## config.mk

```make
export PLATFORM = sky130hd
export DESIGN_NAME = rns_reverse_converter_pipe
export DESIGN_NICKNAME = d
export VERILOG_FILES = /design/src/rtl/rns_reverse_converter_pipe.sv
export SDC_FILE = /design/constraint.sdc
export NUM_CORES = 1
export LEC_CHECK = 0
export BUFFER_PORTS_ARGS = -buffer_cell sky130_fd_sc_hd__clkbuf_2
export CAP_MARGIN = 20
export CORE_ASPECT_RATIO = 1.5
export CORE_MARGIN = 2
export CORE_UTILIZATION = 46
export CTS_CLUSTER_DIAMETER = 40
export DETAILED_ROUTE_END_ITERATION = 10
export PLACE_DENSITY = 0.68
export REMOVE_ABC_BUFFERS = 1
export SLEW_MARGIN = 20
export SYNTH_ARGS = -nofsm -noshare
export SYNTH_HDL_FRONTEND = slang
export SYNTH_SLANG_ARGS = --single-unit
```

## constraint.sdc

```tcl
create_clock -name clk -period 11.45 [get_ports clk]
set_input_delay 2.29 -clock clk [delete_from_list [all_inputs] [get_ports clk]]
set_output_delay 2.29 -clock clk [all_outputs]
set_load 0.01 [all_outputs]
```

## src/rtl/rns_reverse_converter_pipe.sv

```systemverilog
// Three-stage reverse converter for the RNS moduli set {2^N+1, 2^N, 2^N-1}.
// X = x2 + 2^N * Y, with Y rebuilt modulo 2^2N-1 using rotations and end-around-carry adds.
module rns_reverse_converter_pipe #(
    parameter int N     = 30,
    parameter int CNT_W = 32
) (
    input  logic             clk,
    input  logic             rst_n,
    input  logic             in_valid,
    output logic             in_ready,
    input  logic [N:0]       x1,
    input  logic [N-1:0]     x2,
    input  logic [N-1:0]     x3,
    output logic             out_valid,
    input  logic             out_ready,
    output logic [3*N-1:0]   out,
    output logic             out_err,
    output logic [CNT_W-1:0] conv_cnt
);
    localparam int W = 2 * N;
    localparam logic [N:0] X1_MAX = {1'b1, {N{1'b0}}};

    function automatic logic [W-1:0] rotl(input logic [W-1:0] a, input int k);
        return (a << k) | (a >> (W - k));
    endfunction

    function automatic logic [W-1:0] eac(input logic [W-1:0] a, input logic [W-1:0] b);
        logic [W:0] s;
        s = {1'b0, a} + {1'b0, b};
        return s[W-1:0] + {{(W-1){1'b0}}, s[W]};
    endfunction

    logic             en;
    logic [W-1:0]     z1, z2, z3;
    logic [W-1:0]     t1_d, t2_d, y_sum, y_d;
    logic             err_d;
    logic [3*N-1:0]   out_d;
    logic [CNT_W-1:0] cnt_d;

    logic             v1_q, v2_q, v3_q;
    logic             e1_q, e2_q, e3_q;
    logic [W-1:0]     t1_q, t2_q, y_q;
    logic [N-1:0]     x2a_q, x2b_q;
    logic [3*N-1:0]   out_q;
    logic [CNT_W-1:0] cnt_q;

    assign en       = out_ready || !v3_q;
    assign in_ready = en;

    assign z1 = {{(W-N-1){1'b0}}, x1};
    assign z2 = {{N{1'b0}}, x2};
    assign z3 = {{N{1'b0}}, x3};

    // Y = -x1*(2^(2N-1)-2^(N-1)) - x2*2^N + x3*(2^(2N-1)+2^(N-1))  mod 2^2N-1
    assign t1_d  = eac(rotl(z1, N - 1), ~rotl(z1, W - 1));
    assign t2_d  = eac(eac(~rotl(z2, N), rotl(z3, W - 1)), rotl(z3, N - 1));
    assign err_d = x1 > X1_MAX;

    assign y_sum = eac(t1_q, t2_q);
    assign y_d   = (&y_sum) ? '0 : y_sum;

    assign out_d = e2_q ? '0 : {y_q, x2b_q};
    assign cnt_d = cnt_q + {{(CNT_W-1){1'b0}}, 1'b1};

    always_ff @(posedge clk) begin
        if (!rst_n) begin
            v1_q  <= 1'b0;
            v2_q  <= 1'b0;
            v3_q  <= 1'b0;
            e1_q  <= 1'b0;
            e2_q  <= 1'b0;
            e3_q  <= 1'b0;
            out_q <= '0;
        end else if (en) begin
            v1_q  <= in_valid;
            v2_q  <= v1_q;
            v3_q  <= v2_q;
            e1_q  <= in_valid && err_d;
            e2_q  <= v1_q && e1_q;
            e3_q  <= v2_q && e2_q;
            out_q <= out_d;
        end
    end

    always_ff @(posedge clk) begin
        if (en) begin
            t1_q  <= t1_d;
            t2_q  <= t2_d;
            x2a_q <= x2;
            y_q   <= y_d;
            x2b_q <= x2a_q;
        end
    end

    always_ff @(posedge clk) begin
        if (!rst_n) begin
            cnt_q <= '0;
        end else if (v3_q && out_ready) begin
            cnt_q <= cnt_d;
        end
    end

    assign out_valid = v3_q;
    assign out_err   = e3_q;
    assign out       = out_q;
    assign conv_cnt  = cnt_q;

endmodule

```

==> key figures, run 1 <==
Run status
  • Status: completed

Clocking
  • Clk slew on worst S/H paths: 0.07 ns
  • CTS tree: built
  • Root Driver: clkbuf_16
  • H-tree depth: 2
  • Clk Latency, worst-skew pair: between 0.6 and 0.7 ns
  • CTS Buf Count: 42
  • Clock Path Buffers: 3
  • CTS sink cnt: 368

Yosys
  • EDFF count, synth: between 200 and 250
  • Seq cells post-synth: 368
  • Synth unique cells: about 110
  • Async SR Flop Fraction: 0%
  • Post-Syn Area: approximately 26,000 um^2
  • Mean Syn Cell Area: around 9 um^2
  • Post-Synthesis Cells: 2,957
  • Synth Flop Type: edfxtp_1
  • Yosys warns: 0
  • Sequential share of the synthesized area: 37.1%

Power and ir drop
  • Lkg Pwr: between 10 and 15 nW
  • Cell-internal power: 3.02 mW
  • Maximum VDD drop: ~0.15 mV
  • Combinational power share: 33.9%
  • Sw Ratio: 35.6%
  • Clock share of power: 28.8%
  • PwrDens: around 150 nW/um^2
  • Seq pwr share: around 37%
  • Psw: 1.67 mW

Worst setup path
  • Startpoint types: input pin
  • Slowest CP cell: or4b_4
  • CP Capture Point: t2_q[56]
  • FF-to-FF End: y_q[5]
  • Critical path class: in -> reg
  • CP Launch Point: x2[2]
  • WP data required: 11.81 ns
  • Worst Reg-to-Reg Cells: 25
  • R2r setup slk: 3.05 ns
  • Slowest stage delay, CP: 0.57 ns
  • Worst r2r src: t1_q[36]
  • Crit Path Max Fanout: 5
  • CP endpoint kind: register
  • Most used cell along the critical path: ha_1
  • Critical path arrival: 11.45 ns

STA
  • Final setup violation count: 0
  • Slew Viols, Final: 0
  • Clock Skews: approximately 0.038 ns
  • Worst-margin pin slew: about 1.0 ns
  • Tmin final: about 11 ns
  • Setup ws final: 0.365 ns
  • Max-slew headroom: 31.1%
  • Final Hold Fails: 0
  • WHS: 0.415 ns
  • Final period util: 96.8%
  • Fmax: 0.0902 GHz

Drt
  • Initial DRT Pass Iterations: 7
  • DRC viols: 0
  • Final WL: ~94 mm
  • Via-to-Cell Ratio: slightly below 6
  • Wirelength per Cell: 22.6 um
  • ANT nets after route: 0
  • Via count: about 24,000
  • Iter 0 DRT Violations: 1,268

Cells and area
  • Commonest non-fill, non-tap cell in the layout: nand2_1
  • Share of cells above drive strength 1: 19.1%
  • Post-route cell area: 31,300 um^2
  • Nets: 3,551
  • ANT cells: 0
  • Filler Cells Inserted: 5,213
  • Commonest non-fill, non-tap cells in the layout: nand2_1, buf_4, edfxtp_1
  • Area growth syn-to-layout: 19.0%

Die
  • Core region area: about 57,000 um^2
  • I/O pins: 220
  • Die ar.: 59,100 um^2
  • Die extent in y: ~300 um
  • Initial Util: 46.4%
  • Die span in x: 199 um
  • Rows: approximately 110

Global route
  • First-pass GRT wire length: 140 mm
  • Total Routing Usage GR: a little under a third
  • Initial antenna violation count: 1
  • Pin count of the biggest net entering global routing: 128
  • Grt total ovfl: 0
  • Vias in the first global route: 24,100

Placed design
  • Hpwl dp: 76.9 mm
  • Port Buf Inserts: around 220
  • Post-DP Area: 29,800 um^2
  • Gpl congestion: 0.981
  • Setup WS pre-CTS: -0.615 ns

Run
  • Max-cap violations: 0

Min path
  • Hold WC Path Type: reg -> reg
==> through the flow <==
step | utilization [%] | TNS, ns | cells | power, mW
6_report | 55.3 | 0 | 4147 | 4.69
5_1_grt | 55.3 | -0.0601 | 4147 | 4.94
4_1_cts | 55.1 | 0 | 4146 | 4.70
3_5_place_dp | 52.6 | -4.44 | 4068 | 3.34
3_3_place_gp | 52.6 | -0.971 | 4068 | 3.32
2_1_floorplan | - | -1099.52 | 2818 | 2.76
==> registers in the layout, indices dropped and copies added, names as in the netlist <==
name and flops:
y_q 60, t1_q 60, out_err 1, v2_q 1
out 90, conv_cnt 32, e1_q 1, x2b_q 30
out_valid 1, v1_q 1, t2_q 60, x2a_q 30
e2_q 1
==> power by group through the flow <==
stage               clock [mW]  sequential, mW  combinational (mW)
global route              1.43            1.77                1.74
CTS                       1.38            1.75                1.57
floorplan                    0            1.78               0.978
detailed placement           0            1.78                1.56
finish                    1.35            1.75                1.59
global placement             0            1.77                1.55
==> per-layer routing <==
layer / GRT usage [%] / share of wire, % / wire length (um) / up-vias
li1: - / - / - / 11700
met2: 60.2 / 54 / 50300 / 795
met4: 26.2 / 9.8 / 9180 / 0
met3: 2.85 / 3.1 / 2950 / 298
met1: 29.5 / 33 / 31200 / 11400
met5: 0 / 0 / 0 / -
==> cell families after synthesis <==
family                   count (synthesis)  synth area share, %
multiplexers                             7                0.281
XOR/XNOR                               349                 11.6
adder cells (fa/ha/maj)                106                 5.10
flip-flops                             368                 37.1
buffers and inverters                  188                 3.11
AO/OA/AOI/OAI                          688                 17.5
AND/OR/NAND/NOR                       1251                 25.3
==> cell usage after synthesis, drive strengths merged (94+ instances only) <==
master	count	area, um^2
clkbuf	94	353
nand3b	96	721
xnor2	226	1980
ha	104	1300
nand2	335	1260
edfxtp	240	7210
nor2	221	845
dfxtp	128	2560
a21boi	130	976
nor3	115	622
xor2	123	1080
o21ai	107	536
a21oi	191	967
==> how the worst min path moves through the flow <==
stage	start	end	slack, ns	depth (start not counted)
after global routing	x2a_q[2]	x2b_q[2]	0.42	0
after floorplan	x2a_q[0]	x2b_q[0]	0.40	0
after global placement	x2a_q[25]	x2b_q[25]	0.40	0
final	x2a_q[2]	x2b_q[2]	0.42	0
after detailed placement	x2a_q[23]	x2b_q[23]	0.40	0
after CTS	x2a_q[2]	x2b_q[2]	0.42	0
==> critical path, delay by kind of cell <==
kind	cells	cell delay, ns
compound gates	10	1.99
xor+xnor	2	0.17
fa+ha+maj	5	0.99
buf+inv	5	0.79
simple gates	22	5.20
==> area by class of cell <==
cell class	instances	area, um^2	share of cell area, %
sequential	368	9770	31.2
clock inverter	30	338	1.08
clock buffer	48	1080	3.46
multi-input combinational	2401	15800	50.5
tap	763	955	3.05
timing repair buffer	488	3150	10.1
inverter	49	191	0.612
==> what timing repair did <==
item,in CTS,in global routing
endpoints found under the setup margin,0,37
hold endpoints to repair,0,0
gates resized for setup,0,13
hold buffers,0,0
buffers inserted,0,1
(Power assumes the default switching activity.)
==> run 2: changes to the inputs <==
- ABC_AREA: unset -> 1
==> key figures, run 2 <==
STA
  • Unrepaired setup endpoints after global routing: false
  • Final setup violation count: 0 (unchanged)
  • Worst-margin pin slew: 1.27 ns (+0.252 ns)
  • Clock Skews: 0.0535 ns (+0.0159 ns)
  • Final setup TNS: 0 ns (unchanged)
  • Final period util: 91.9% (-4.9 points)
  • Tmin final: 10.52 ns (-0.567 ns)
  • Slew Viols, Final: 0 (unchanged)
  • Max-slew headroom: 14.4% (-17 points)
  • Fmax: 0.0951 GHz (+5.4%)
  • Setup ws final: 0.932 ns (+0.567 ns)
  • Final Hold Fails: 0 (unchanged)

Yosys
  • Yosys warns: 0 (unchanged)
  • Most instantiated cells after synthesis: nand2_1, inv_1, nor2_1
  • EDFF count, synth: 240 (unchanged)
  • Post-Syn Area: 29,400 um^2 (+12%)
  • Synth area leaders: edfxtp_1, nand2_1, inv_1, dfxtp_1, nor2_1
  • Most common cell in the netlist: nand2_1
  • Mean Syn Cell Area: 6.64 um^2 (-25%)
  • Yosys top cell area share: 24.5% (-2.9 points)
  • Async SR Flop Fraction: 0% (unchanged)
  • Post-Synthesis Cells: 4,422 (+50%)
  • Synth Flop Type: edfxtp_1
  • Seq cells post-synth: 368 (unchanged)
  • Synth unique cells: 57 (-48%)
  • Sequential share of the synthesized area: 33.3% (-3.9 points)
  • Top cell type by total area after synthesis: edfxtp_1

Drt
  • Via-to-Cell Ratio: 5.20 (-11%)
  • ANT nets after route: 0 (unchanged)
  • Via count: 28,800 (+19%)
  • Initial DRT Pass Iterations: 6 (-1)
  • Iter 0 DRT Violations: 1,748 (+38%)
  • Final WL: 108 mm (+15%)
  • Wirelength per Cell: 19.5 um (-14%)
  • DRC viols: 0 (unchanged)

Global route
  • Vias in the first global route: 28,200 (+17%)
  • First-pass GRT wire length: 160 mm (+14%)
  • Pin count of the biggest net entering global routing: 77 (-40%)
  • Initial antenna violation count: 1 (unchanged)
  • Grt total ovfl: 0 (unchanged)
  • Total Routing Usage GR: 32.7% (+1.2 points)

Worst setup path
  • Worst r2r src: t1_q[23]
  • Most used cell along the critical path: nand2_1
  • Startpoint types: input pin
  • WP data required: 11.81 ns (about the same)
  • Critical path class: in -> reg
  • Slowest CP cell: nor4_1
  • FF-to-FF End: y_q[7]
  • Crit Path Max Fanout: 6 (+1)
  • R2r setup slk: 5.12 ns (+2.07 ns)
  • Worst Reg-to-Reg Cells: 32 (+28%)
  • Critical path arrival: 10.88 ns (-0.57 ns)
  • CP endpoint kind: register
  • Slowest stage delay, CP: 0.41 ns (-0.16 ns)

Min path
  • Hold Path Cell Cnt: 0 (unchanged)
  • Hold WC Path Type: reg -> reg
  • Hold endpoint: x2b_q[8]
  • Worst Hold Launch: x2a_q[8]

Cells and area
  • Commonest non-fill, non-tap cells in the layout: nand2_1, inv_1, nor2_1
  • Max reg flops: 90 (unchanged)
  • Nets: 4,895 (+38%)
  • Share of cells above drive strength 1: 11.3% (-7.9 points)
  • Area growth syn-to-layout: 12.9%
  • Commonest non-fill, non-tap cell in the layout: nand2_1

Power and ir drop
  • Psw: 1.87 mW (+12%)
  • Clock share of power: 28.8% (about the same)
  • Seq pwr share: 35.9% (-1.4 points)
  • Lkg Pwr: 16.3 nW (+37%)
  • Sw Ratio: 38.5% (+2.9 points)
  • PwrDens: 146 nW/um^2 (-2.3%)
  • Cell-internal power: 2.98 mW (-1.1%)
  • Combinational power share: 35.3% (+1.4 points)
  • Maximum VDD drop: 0.113 mV (-24%)

Run
  • Max-cap violations: 0 (unchanged)

Clocking
  • Setup bufs post-CTS: 0 (unchanged)
  • Clock Path Buffers: 3 (unchanged)
  • CTS Buf Count: 44 (+4.8%)
  • Clk slew on worst S/H paths: 0.06 ns (about the same)
  • H-tree depth: 2 (unchanged)
  • Root Driver: clkbuf_16
  • Clk Latency, worst-skew pair: 0.62 ns (about the same)
  • CTS sink cnt: 368 (unchanged)
  • Post-CTS Hold Buffers: 0 (unchanged)
  • CTS tree: built

Die
  • Initial Util: 46.5% (about the same)
  • Die ar.: 65,900 um^2 (+11%)
  • Core region area: 63,200 um^2 (+12%)
  • Rows: 113 (+5.6%)
  • Die extent in y: 313 um (+5.6%)
  • Die span in x: 210 um (+5.6%)
  • I/O pins: 220 (unchanged)

Placed design
  • Gpl congestion: 1.08 (+10%)
  • Hpwl dp: 91.3 mm (+19%)
  • Port Buf Inserts: 219 (unchanged)
  • Setup WS pre-CTS: 0.259 ns (+0.874 ns)

Run status
  • Status: completed
## run 2: cell types whose count changed in the layout (fill, tap and decap cells not counted), sizes merged, moves of 78 or more
cell	before	now
buf	270	46
inv	56	827
nand3	81	257
xnor2	226	42
xor2	123	215
a22oi	6	90
nand2	335	1301
a21oi	191	106
nor2	221	731
a21boi	130	0
nand3b	96	18
## run 2: power groups by stage
stage,Sequential (mW),Clock (mW),Combinational [mW]
CTS,1.75,1.43,1.69
global placement,1.77,0,1.67
finish,1.74,1.40,1.71
detailed placement,1.77,0,1.69
global route,1.76,1.48,1.94
floorplan,1.76,0,1.16
## run 2: what timing repair did
action                                 4_1_cts  5_1_grt
endpoints found under the hold margin        0        0
resized for setup                            0        1
setup endpoints to repair                    0        6
## run 2: layer usage
layer | vias up | track usage [%] | part of all wire, %
met5 | - | 0 | 0
met4 | 0 | 34.6 | 13
met3 | 437 | 4.51 | 4.2
met2 | 897 | 59.9 | 50
met1 | 13000 | 29.8 | 33
li1 | 14500 | - | -
## run 2: layout make-up
type | count | area [um^2]
fill | 6586 | 30000
multi-input combinational | 3187 | 16300
sequential | 368 | 9770
inverter | 828 | 3120
timing repair buffer | 265 | 1440
clock buffer | 52 | 1150
tap | 805 | 1010
clock inverter | 30 | 359
antenna | 1 | 2.50
## run 2: through the flow
step	power (mW)	util [%]	hold slack (ns)	cell area, um^2	cells
after floorplan	2.92	-	0.400	29200	4383
after global placement	3.44	50.1	0.402	31600	5453
after detailed placement	3.46	50.1	0.405	31600	5453
after CTS	4.87	52.5	0.415	33200	5535
after global routing	5.18	52.5	0.424	33200	5535
final	4.85	52.5	0.416	33200	5536
## run 2: worst max-delay path by stage
stage,startpoint,to
finish,x3[1],t2_q[35]
global route,x3[1],t2_q[33]
CTS,x3[1],t2_q[35]
detailed placement,x3[1],t2_q[35]
global placement,x3[1],t2_q[45]
floorplan,out_ready,in_ready
## run 2: kinds of logic after synthesis
family,Yosys count,share of synthesized area [%]
and+or+nand+nor,2538,37.1
DFF,368,33.3
xor gates and xnor gates,257,7.82
buffers and inverters,867,11.2
AOI/OAI and AO/OA,286,5.98
adders and majority gates,106,4.57
## run 2: worst max-delay path: cells and delay by family
| kind | cells | cell delay, ns |
|---|---|---|
| adders and majority gates | 4 | 1.03 |
| xor gates and xnor gates | 2 | 0.31 |
| buffers and inverters | 11 | 0.93 |
| AOI/OAI and AO/OA | 3 | 0.57 |
| and+or+nand+nor | 38 | 5.75 |
